--- src/rtl/uart_rx_monitor.sv ---
// ---------------------------------------------------------------------------
// uart_rx_monitor
//
// 8N1 asynchronous serial receiver placed on the ACIA txd pin. It recovers
// frames on the system clock, hands each byte to a consumer through a
// valid/ready holding register, and flags framing errors, overruns and line
// breaks.
//
// Ports
//   clk          system clock, all logic on posedge
//   reset        synchronous, active-high
//   rxd_in       asynchronous serial line, idle high
//   rx_data      received byte, stable while rx_valid=1
//   rx_valid     byte available, held until accepted
//   rx_ready     consumer accepts rx_data when rx_valid && rx_ready
//   framing_err  one-cycle pulse: stop bit sampled low
//   overrun      one-cycle pulse: good byte lost because holding reg was full
//   break_det    level, high while the line is in break
//   busy         high whenever the receiver is not idle
//
// Handshake: a transfer happens on every rising clock edge where
// rx_valid && rx_ready. rx_valid then drops on the next cycle unless a new
// byte is committed on that same edge, in which case it stays high and
// rx_data moves to the new byte. While rx_valid=1 and no transfer happens,
// rx_data holds its value.
// ---------------------------------------------------------------------------
module uart_rx_monitor #(
  parameter int unsigned CLKS_PER_BIT = 87,
  parameter int unsigned HALF_BIT     = CLKS_PER_BIT / 2
) (
  input  logic       clk,
  input  logic       reset,
  input  logic       rxd_in,
  output logic [7:0] rx_data,
  output logic       rx_valid,
  input  logic       rx_ready,
  output logic       framing_err,
  output logic       overrun,
  output logic       break_det,
  output logic       busy
);

  localparam logic [15:0] BIT_LAST  = 16'(CLKS_PER_BIT - 1);
  localparam logic [15:0] HALF_LAST = 16'(HALF_BIT - 1);

  typedef enum logic [2:0] {
    S_IDLE,
    S_START,
    S_DATA,
    S_STOP,
    S_BREAK
  } state_e;

  state_e      state_q, state_d;
  logic        sync1_q;
  logic        rx_s_q;
  logic [15:0] timer_q, timer_d;
  logic [2:0]  idx_q, idx_d;
  logic [7:0]  shift_q, shift_d;
  logic        commit_q, commit_d;
  logic [7:0]  rx_data_q, rx_data_d;
  logic        rx_valid_q, rx_valid_d;
  logic        framing_q, framing_d;
  logic        overrun_q, overrun_d;

  // Frame FSM next state. The timer free-runs inside a bit and is cleared at
  // every sample point, so each compare is a simple equality.
  always_comb begin
    state_d   = state_q;
    timer_d   = timer_q + 16'd1;
    idx_d     = idx_q;
    shift_d   = shift_q;
    commit_d  = 1'b0;
    framing_d = 1'b0;
    case (state_q)
      S_IDLE: begin
        timer_d = '0;
        if (!rx_s_q) state_d = S_START;
      end
      S_START: begin
        if (timer_q == HALF_LAST) begin
          timer_d = '0;
          if (rx_s_q) begin
            // Line went back high before mid start bit: a glitch.
            state_d = S_IDLE;
          end else begin
            state_d = S_DATA;
            idx_d   = 3'd0;
          end
        end
      end
      S_DATA: begin
        if (timer_q == BIT_LAST) begin
          timer_d         = '0;
          shift_d[idx_q]  = rx_s_q;
          idx_d           = idx_q + 3'd1;
          if (idx_q == 3'd7) state_d = S_STOP;
        end
      end
      S_STOP: begin
        if (timer_q == BIT_LAST) begin
          timer_d = '0;
          if (rx_s_q) begin
            // Back to IDLE immediately so a start bit half a stop bit later
            // is still caught.
            commit_d = 1'b1;
            state_d  = S_IDLE;
          end else begin
            framing_d = 1'b1;
            state_d   = S_BREAK;
          end
        end
      end
      S_BREAK: begin
        // A low line here is the break itself, never a new start bit.
        timer_d = '0;
        if (rx_s_q) state_d = S_IDLE;
      end
      default: begin
        timer_d = '0;
        state_d = S_IDLE;
      end
    endcase
  end

  // Holding register. The commit lands one cycle after the stop sample.
  always_comb begin
    rx_data_d  = rx_data_q;
    rx_valid_d = rx_valid_q;
    overrun_d  = 1'b0;
    if (commit_q) begin
      if (!rx_valid_q || rx_ready) begin
        rx_data_d  = shift_q;
        rx_valid_d = 1'b1;
      end else begin
        overrun_d = 1'b1;
      end
    end else if (rx_valid_q && rx_ready) begin
      rx_valid_d = 1'b0;
    end
  end

  always_ff @(posedge clk) begin
    if (reset) begin
      sync1_q    <= 1'b1;
      rx_s_q     <= 1'b1;
      state_q    <= S_IDLE;
      timer_q    <= '0;
      idx_q      <= '0;
      shift_q    <= '0;
      commit_q   <= 1'b0;
      rx_data_q  <= '0;
      rx_valid_q <= 1'b0;
      framing_q  <= 1'b0;
      overrun_q  <= 1'b0;
    end else begin
      sync1_q    <= rxd_in;
      rx_s_q     <= sync1_q;
      state_q    <= state_d;
      timer_q    <= timer_d;
      idx_q      <= idx_d;
      shift_q    <= shift_d;
      commit_q   <= commit_d;
      rx_data_q  <= rx_data_d;
      rx_valid_q <= rx_valid_d;
      framing_q  <= framing_d;
      overrun_q  <= overrun_d;
    end
  end

  assign rx_data     = rx_data_q;
  assign rx_valid    = rx_valid_q;
  assign framing_err = framing_q;
  assign overrun     = overrun_q;
  assign break_det   = (state_q == S_BREAK);
  assign busy        = (state_q != S_IDLE);

endmodule

--- config.mk ---
export PLATFORM = sky130hd
export DESIGN_NAME = uart_rx_monitor
export DESIGN_NICKNAME = d
export VERILOG_FILES = /design/src/rtl/uart_rx_monitor.sv
export SDC_FILE = /design/constraint.sdc
export NUM_CORES = 1
export LEC_CHECK = 0
export BUFFER_PORTS_ARGS = -buffer_cell sky130_fd_sc_hd__buf_2
export CAP_MARGIN = 20
export CORE_MARGIN = 2
export CORE_UTILIZATION = 41
export CTS_BUF_LIST = sky130_fd_sc_hd__clkbuf_4 sky130_fd_sc_hd__clkbuf_8 sky130_fd_sc_hd__clkbuf_16
export DETAILED_ROUTE_END_ITERATION = 12
export SLEW_MARGIN = 0
export SYNTH_ARGS = -nofsm -noshare
export SYNTH_HDL_FRONTEND = slang
export SYNTH_SLANG_ARGS = --single-unit
--- constraint.sdc ---
create_clock -name clk -period 2.1 [get_ports clk]
set_clock_uncertainty 0.2 [all_clocks]
set_input_delay 0.21 -clock clk [delete_from_list [all_inputs] [get_ports clk]]
set_output_delay 0.21 -clock clk [all_outputs]
set_load 0.03 [all_outputs]
==> results of run 1 <==
-- state kept, by name (all words and copies together) (netlist names) --
signal	cells
rx_data	8
idx_q	3
shift_q	8
framing_err	1
overrun	1
rx_s_q	1
rx_valid	1
sync1_q	1
commit_q	1
state_q	3
timer_q	16
-- synthesized netlist by cell type (all sizes together), types with 2 or more instances --
master   n  share of area, %
ha       4               2.5
a31oi    4               1.2
o211ai   2              0.74
o31ai    5               1.8
a211oi   2              0.99
nand2    8               1.5
buf      6               1.3
clkbuf  11               2.0
or3      4               1.5
and3     2              0.62
and4     2              0.92
xor2     6               2.6
nor2    13               2.4
o41ai    2              0.86
dfxtp   44                43
nor3b    7               2.6
o21ai    4              0.99
mux2i    8               3.9
a21oi   12               3.0
inv      9               1.7
nand4   16               5.2
nor4     4               1.2
or2      3              0.92
xnor2    6               2.6
a31o     3               1.3
nor3    19               4.7
nand3   12               3.2
-- how the worst min path moves through the flow --
stage | depth (start not counted) | to | startpoint
after floorplan | 1 | overrun | rx_ready
after global placement | 2 | sync1_q | rxd_in
after detailed placement | 2 | sync1_q | rxd_in
after CTS | 3 | rx_data[7] | reset
after global routing | 3 | rx_data[0] | reset
final | 3 | rx_data[7] | reset
-- power by group through the flow --
stage	Clock, mW	Combinational (mW)	Sequential, mW
after floorplan	0	0.0391	0.859
after global placement	0	0.0605	0.861
after detailed placement	0	0.0606	0.862
after CTS	0.666	0.0636	0.842
after global routing	0.699	0.0690	0.843
final	0.641	0.0633	0.842
-- what timing repair did --
item                      CTS  global route
gates resized for setup     0             0
hold buffers                2             0
hold endpoints to repair    2             0
-- through the flow --
step | worst slack (ns) | utilization (%) | power [mW] | cells
2_1_floorplan | 0.0988 | - | 0.899 | 227
3_3_place_gp | 0.157 | 48.9 | 0.922 | 318
3_5_place_dp | 0.103 | 48.9 | 0.922 | 318
4_1_cts | 0.0763 | 51.7 | 1.57 | 328
5_1_grt | 0.0137 | 51.7 | 1.61 | 328
6_report | 0.0846 | 51.7 | 1.55 | 328
-- worst max-delay path: cells and delay by family (launching register included) --
family	cells	cell delay (ns)
and+or+nand+nor	3	1.05
DFF	1	0.47
AOI/OAI and AO/OA	1	0.21
-- routing by layer --
layer | vias to the layer above | GRT usage, % | wire length [microns]
li1 | 903 | - | -
met1 | 815 | 23.3 | 2240
met2 | 26 | 26.5 | 1840
met3 | 6 | 3.66 | 121
met4 | 0 | 5.95 | 61
met5 | - | 0 | 0
-- final cells by class --
class                      instances  area [sq um]
fill                             469          2300
multi-input combinational        157          1050
sequential                        44           881
timing repair buffer              43           300
tap                               67          83.8
clock buffer                       6          76.3
clock inverter                     2          35.0
inverter                           9          33.8
-- placed cells by master, fill, tap and decap left out, drive strengths merged, types with 7 or more instances in the layout --
cell type  netlist  layout
a21oi           12      12
buf              6      41
dfxtp           44      44
inv              9       9
mux2i            8       8
nand2            8       8
nand3           12      12
nand4           16      16
nor2            13      13
nor3            19      19
nor3b            7       7
-- cells by family (layout without fill, tap and decap cells) --
family,count (synthesis),after routing,synth area share (%)
multiplexers,8,8,3.95
AND/OR/NAND/NOR,96,96,27.5
flip-flops,44,44,43.4
buffers and inverters,26,60,4.99
adder cells (fa/ha/maj),4,4,2.47
AO/OA/AOI/OAI,37,37,12.5
XOR/XNOR,12,12,5.18
==> metrics.cfg, run 1 <==
[power]
p_int_mw = 1.23
clkPwrFrac_pct = 41.5
sequentialPowerShare_pct = 54.4
total_leakage_power_nw = 0.948
power.switching_uw = 319
pwr-share-comb_pct = 4.1
peakVddDrop_mv = 0.305
power.density_mw_per_mm2 = 629
p_sw_share_pct = 20.6

[clock_network]
post_cts_buffers = 0
cts.path.max_buffers = 2
clk_pin_slew_ns = 0.08
cts_root_buf = clkbuf_8
cts_tree = built
numCtsBuffers = 5
htree_levels = 2
clock_latency_ns = 0.29
clkSinkCount = 44

[worst_setup_path]
crit_slowest_cell = or4_4
critPathArrivalTime_ns = 2.03
timing.rr.start = timer_q[6]
crit_fanout = 7
critPathRequiredTime_ns = 2.11
startpoint_type = flip-flop
r2r_slack_ns = 0.08
path_class = flip-flop to flip-flop
r2r_cells = 4
startpoint = timer_q[6]
rr_endpoint = timer_q[15]
endpoint = timer_q[15]
end_kind = flip-flop
path_cells = nand3_2 -> or3_4 -> or4_4 -> a211oi_2
slowest_delay_ns = 0.52

[floorplanning]
die_y_microns = 74.4
io_pins = 17
initial_core_util_pct = 42.7
rows = 25
core_area_sq_mm = 0.00475
die-area_sq_mm = 0.00553
die_w_microns = 74.4

[yosys]
syn_inst = 227
ys.flop_type = dfxtp_1
synth_seq_area_share_pct = 43.4
postSynthRegisterBits = 44
yosysUniqueCellTypes = 43
synth-edff-count = 0
ys_warn_count = 0
avgSynthCellArea_sq_um = 8.94
synth_nets = 235
async_flop_share_pct = 0
syn_area_sq_mm = 0.00203

[detailed_routing]
vias = 1750
drtAntennaViolNets = 0
drc_errors = 0
viasPerCell = 5.34
dr.pass1.iters = 4
post_drt_wl_per_cell_microns = 13.0
drt_wl_total_mm = 4.26
drt_iter0_markers = 85

[timing]
drv_slew = 0
worst_pin_slew_ns = 0.438
fin_hold_ws_ns = 0.189
period_minus_slack_ns = 2.02
clock.fmax_ghz = 0.496
slew_headroom_pct = 70.7
hold_viol = 0
rsz0062_at_grt = false
min_period_over_period_pct = 96.0
finalSetupViolations = 0
finalSetupTns_ns = 0

[finish]
nNetsFinal = 268
drive_gt1_share_pct = 22.6
finalInstanceArea_sq_mm = 0.00246
syn_to_final_growth_pct = 21.1
n_antenna_cell = 0

[placed_design]
dpl_cell_area_sq_mm = 0.00233
routabilityCongestion = 0.784
numPortBuffers = 16
dp_hpwl_mm = 2.94

[worst_hold_path]
hold_path.class = input pin to flip-flop

[global_route]
antenna_found_initial = 0
grt_pass1_vias = 1587
grt_pass1_wl_mm = 7.29
globalRoute.totalOverflow = 0
grt_max_degree = 28
grt.total_usage_pct = 17.0

[run]
maxCapViolations = 0

[status]
status = finished, final reports clean

Note: power is estimated with default switching activity, not from simulation.
==> inputs of run 2 (changes only) <==
CORE_UTILIZATION = 40   (was 41)
RECOVER_POWER = 100   (was not set)
SLEW_MARGIN = 20   (was 0)
==> run 2 against run 1 <==
  * Total power decreased by 5.8%
  * Sequential share of layout area increased by 0.71 points
  * Hold slack got worse by 0.0098 ns
  * Critical path type unchanged
  * Largest power group unchanged
  * Highest routed layer unchanged
==> metrics.cfg, run 2 (synthesis results as in run 1) <==
[status]
status = finished, final reports clean

[clock_network]
numCtsBuffers = 5  ; unchanged
post_cts_buffers = 0  ; unchanged
htree_levels = 2  ; unchanged
clock_latency_ns = 0.30  ; about the same
clkSinkCount = 44  ; unchanged
clk_pin_slew_ns = 0.08  ; about the same
cts_tree = built
cts_root_buf = clkbuf_8
cts.path.max_buffers = 2  ; unchanged

[detailed_routing]
post_drt_wl_per_cell_microns = 12.7  ; -2.4%
viasPerCell = 5.34  ; about the same
drc_errors = 0  ; unchanged
drt_iter0_markers = 143  ; +68%
vias = 1745  ; -0.29%
dr.pass1.iters = 4  ; unchanged
drtAntennaViolNets = 0  ; unchanged
drt_wl_total_mm = 4.15  ; -2.7%

[power]
p_sw_share_pct = 22.9  ; +2.2 points
sequentialPowerShare_pct = 57.8  ; +3.4 points
pwr-share-comb_pct = 4.3  ; +0.2 points
peakVddDrop_mv = 0.291  ; -4.8%
power.switching_uw = 333  ; +4.3%
total_leakage_power_nw = 0.872  ; -8.0%
power.density_mw_per_mm2 = 604  ; -4.0%
clkPwrFrac_pct = 37.9  ; -3.6 points
p_int_mw = 1.12  ; -8.5%

[global_route]
globalRoute.totalOverflow = 0  ; unchanged
grt_pass1_vias = 1561  ; -1.6%
grt_pass1_wl_mm = 7.22  ; -0.95%
grt.total_usage_pct = 16.7  ; -0.31 points
met2_usage_pct = 24.3  ; -2.2 points
top_usage_layer = met2
antenna_found_initial = 0  ; unchanged
met1_usage_pct = 23.0  ; -0.31 points
grt_use_met3_pct = 4.28  ; +0.63 points
grt_max_degree = 28  ; unchanged

[floorplanning]
io_pins = 17  ; unchanged
die_w_microns = 75.2  ; +1.2%
die-area_sq_mm = 0.00566  ; +2.4%
initial_core_util_pct = 42.1  ; -0.55 points
die_y_microns = 75.2  ; +1.2%
rows = 25  ; unchanged
core_area_sq_mm = 0.00482  ; +1.3%

[run]
maxCapViolations = 0  ; unchanged

[placed_design]
routabilityCongestion = 0.775  ; -1.1%
numPortBuffers = 16  ; unchanged
dp_hpwl_mm = 2.84  ; -3.4%
dp_cells = 317  ; -0.31%

[timing]
worst_pin_slew_ns = 0.595  ; +0.157 ns
drv_slew = 0  ; unchanged
period_minus_slack_ns = 2.01  ; -0.00988 ns
rsz0062_at_grt = false
finalSetupTns_ns = 0  ; unchanged
clock.fmax_ghz = 0.499  ; +0.49%
slew_headroom_pct = 60.4  ; -10 points
min_period_over_period_pct = 95.5  ; -0.47 points
finalSetupViolations = 0  ; unchanged
hold_viol = 0  ; unchanged

[worst_setup_path]
critPathRequiredTime_ns = 2.13  ; +0.02 ns
crit_fanout = 6  ; -1
path_class = flip-flop to flip-flop
end_kind = flip-flop
critPathArrivalTime_ns = 2.03  ; about the same
startpoint_type = flip-flop

[finish]
n_antenna_cell = 0  ; unchanged
syn_to_final_growth_pct = 18.7
final_cells = 327  ; -0.30%
drive_gt1_share_pct = 16.5  ; -6.1 points
layout_common_cells = 44 x dfxtp_1, 21 x buf_4, 19 x nor3_1
layout_commonest_cell = dfxtp_1
top_register = timer_q
largest_reg_flops = 16  ; unchanged
nNetsFinal = 267  ; -0.37%

[worst_hold_path]
hold_path.class = input pin to flip-flop

==> run 2: cell count changes in the layout (fill, tap and decap cells not counted) <==
cell and change:
clkbuf_8 +1, buf_4 -3, o21ai_1 -1, clkinv_2 +1
clkbuf_1 +15, bufinv_16 -1, buf_2 -14, o21ai_0 +1
==> run 2: per-stage QoR <==
stage	utilization, %	area (sq um)	hold WS (ns)	setup WS, ns	power [mW]
final	50.0	2410	0.179	0.0945	1.46
after global routing	50.0	2410	0.197	0.00547	1.52
after CTS	50.5	2430	0.178	0.0848	1.48
after detailed placement	48.1	2320	0.203	0.106	0.922
after global placement	48.1	2320	0.199	0.139	0.922
after floorplan	-	2030	0.0893	0.0988	0.899
==> run 2: power by group through the flow <==
stage	logic [mW]	registers, mW	clock network [mW]
6_report	0.0620	0.842	0.553
3_3_place_gp	0.0608	0.861	0
5_1_grt	0.0693	0.843	0.605
3_5_place_dp	0.0607	0.862	0
2_1_floorplan	0.0391	0.859	0
4_1_cts	0.0637	0.842	0.571
==> run 2: path summary, 6_finish.rpt <==
kind,from,endpoint,slack (ns),depth (start not counted)
worst max register to register,timer_q[4],timer_q[15],0.09,4
worst max-delay path,timer_q[4],timer_q[15],0.09,4
worst min-delay path,reset,rx_data[6],0.18,3
worst min register to register,sync1_q,rx_s_q,0.23,1
==> run 2: metal layers <==
layer	wire, microns	part of all wire, %
met1	2160	52
met2	1700	41
met3	197	4.8
met4	87	2.1
met5	0	0
==> run 2: final cells by class <==
class | count | area, sq um
fillers | 497 | 2410
multi-input cells | 157 | 1050
flip-flops and latches | 44 | 881
repair buffers | 42 | 272
well taps | 67 | 83.8
clock buffers | 6 | 82.6
inverters | 9 | 33.8
clock inverters | 2 | 10.0
==> run 2: worst max-delay path, cell delays in order (launching register included) <==
cell and delay, ns:
dfxtp_1 0.43, nand4_2 0.14, or3_4 0.43, or4_4 0.52, a211oi_2 0.21
==> run 2: repair_timing <==
action / 4_1_cts / 5_1_grt
hold buffers: 2 / 0
endpoints found under the hold margin: 2 / 0
gates resized for setup: 0 / 0
==> inputs of run 3 (changes only) <==
CELL_PAD_IN_SITES_DETAIL_PLACEMENT = 0   (was not set)
CELL_PAD_IN_SITES_GLOBAL_PLACEMENT = 2   (was not set)
CORE_UTILIZATION = 33   (was 40)
PLACE_DENSITY_LB_ADDON = 0.1   (was not set)
==> run 3 against run 2 <==
  * Design area rose by 1.0%
  * Non-clock buffer count did not move
  * Register-to-register slack barely moved
  * Clock power down 2%
==> metrics.cfg, run 3 (synthesis results as in run 1) <==
[detailed_routing]
drt_wl_total_mm = 4.58  ; +11%
dr.pass1.iters = 4  ; unchanged
drtAntennaViolNets = 0  ; unchanged
drc_errors = 0  ; unchanged
vias = 1778  ; +1.9%
viasPerCell = 5.31  ; -0.54%
drt_iter0_markers = 101  ; -29%
post_drt_wl_per_cell_microns = 13.7  ; +7.9%

[global_route]
grt_use_met3_pct = 3.59  ; -0.70 points
antenna_found_initial = 0  ; unchanged
met1_usage_pct = 21.2  ; -1.8 points
globalRoute.totalOverflow = 0  ; unchanged
grt_max_degree = 28  ; unchanged
grt_pass1_wl_mm = 7.85  ; +8.6%
grt_pass1_vias = 1624  ; +4.0%
grt.total_usage_pct = 15.0  ; -1.7 points
top_usage_layer = met2
met2_usage_pct = 22.6  ; -1.7 points

[floorplanning]
rows = 28  ; +12%
die_w_microns = 82.4  ; +9.6%
die-area_sq_mm = 0.00679  ; +20%
initial_core_util_pct = 34.3  ; -7.9 points
core_area_sq_mm = 0.00592  ; +23%
io_pins = 17  ; unchanged
die_y_microns = 82.4  ; +9.6%

[power]
pwr-share-comb_pct = 4.5  ; +0.2 points
clkPwrFrac_pct = 37.4  ; -0.5 points
total_leakage_power_nw = 0.880  ; +0.94%
p_int_mw = 1.12  ; +0.17%
p_sw_share_pct = 22.3  ; -0.58 points
power.switching_uw = 323  ; -3.1%
power.density_mw_per_mm2 = 595  ; -1.6%
sequentialPowerShare_pct = 58.1  ; +0.3 points
peakVddDrop_mv = 0.225  ; -23%

[timing]
hold_viol = 0  ; unchanged
clock.fmax_ghz = 0.502  ; +0.60%
finalSetupTns_ns = 0  ; unchanged
finalSetupViolations = 0  ; unchanged
min_period_over_period_pct = 94.9  ; -0.57 points
worst_pin_slew_ns = 0.532  ; -0.0628 ns
slew_headroom_pct = 64.5  ; +4.2 points
period_minus_slack_ns = 1.99  ; -0.0120 ns
fin_hold_ws_ns = 0.198  ; +0.0190 ns
rsz0062_at_grt = false
drv_slew = 0  ; unchanged

[finish]
syn_to_final_growth_pct = 20.0
n_antenna_cell = 0  ; unchanged
fill_cells = 605  ; +22%
top_register = timer_q
drive_gt1_share_pct = 17.3  ; +0.77 points
nNetsFinal = 267  ; unchanged
layout_common_cells = 42 x dfxtp_1, 21 x buf_4, 19 x nor3_1
largest_reg_flops = 16  ; unchanged
layout_commonest_cell = dfxtp_1

[clock_network]
clk_pin_slew_ns = 0.08  ; about the same
clkSinkCount = 44  ; unchanged
cts_root_buf = clkbuf_8
clock_latency_ns = 0.29  ; about the same
cts_tree = built
numCtsBuffers = 5  ; unchanged
cts.path.max_buffers = 2  ; unchanged
htree_levels = 2  ; unchanged
post_cts_buffers = 0  ; unchanged

[worst_setup_path]
crit_fanout = 5  ; -1
startpoint_type = flip-flop
slowest_delay_ns = 0.52  ; about the same
r2r_slack_ns = 0.11  ; about the same
crit_family = simple AND/OR/NAND/NOR gates
crit_slowest_cell = or4_4
path_class = flip-flop to flip-flop
path_cells = nand4_2 -> or3_4 -> or4_4 -> a211oi_2
critPathArrivalTime_ns = 2.01  ; -0.02 ns
end_kind = flip-flop
cp_num_buf_inv = 0  ; unchanged
critPathRequiredTime_ns = 2.12  ; about the same

[placed_design]
numPortBuffers = 16  ; unchanged
routabilityCongestion = 0.830  ; +7.1%
dp_hpwl_mm = 3.31  ; +17%

[status]
status = finished, final reports clean

[worst_hold_path]
hold_path.class = input pin to flip-flop

[run]
maxCapViolations = 0  ; unchanged

## run 3: cell types whose count changed in the layout (fill, tap and decap cells not counted), sizes merged
cell    previous run  this run
buf               24        25
clkbuf            22        21
## run 3: routing by layer
layer / part of all wire (%) / wire, microns
met5: 0 / 0
met4: 0.50 / 23
met3: 3.9 / 181
met2: 45 / 2070
met1: 50 / 2310
## run 3: final timing paths
| kind | cells after the start | from | end |
|---|---|---|---|
| setup / recovery | 4 | timer_q[5] | timer_q[15] |
| hold / removal | 3 | reset | state_q[0] |
| setup reg to reg | 4 | timer_q[5] | timer_q[15] |
| hold reg to reg | 1 | sync1_q | rx_s_q |
## run 3: power by group through the flow
stage	clock network (mW)	registers, mW	logic [mW]
finish	0.542	0.841	0.0646
floorplan	0	0.859	0.0391
global route	0.608	0.843	0.0722
global placement	0	0.861	0.0630
detailed placement	0	0.861	0.0635
CTS	0.565	0.841	0.0668
## run 3: repair_timing
action                                  CTS  global route
hold endpoints to repair                  2             0
gates resized for setup                   0             2
hold buffers                              2             0
endpoints found under the setup margin    0             1
## run 3: tightest hold or removal path, delay by kind of cell
family | cells | cell delay, ns
compound gates | 1 | 0.07
buf+inv | 2 | 0.35
## run 3: stage by stage
step	setup WS, ns	instances	power [mW]	instance area (sq um)	util (%)
3_3_place_gp	0.0831	325	0.924	2340	39.5
2_1_floorplan	0.0988	227	0.899	2030	-
6_report	0.107	335	1.45	2430	41.1
4_1_cts	0.0578	335	1.47	2450	41.4
3_5_place_dp	0.0696	325	0.925	2340	39.5
5_1_grt	0.00377	335	1.52	2430	41.1
## run 3: layout make-up
type | instances | area (sq um) | share of cell area (%)
multi-input cells | 157 | 1050 | 43.0
clock inverters | 2 | 10.0 | 0.411
inverters | 9 | 33.8 | 1.39
flip-flops and latches | 44 | 883 | 36.3
repair buffers | 42 | 284 | 11.7
well taps | 75 | 93.8 | 3.85
clock buffers | 6 | 82.6 | 3.39
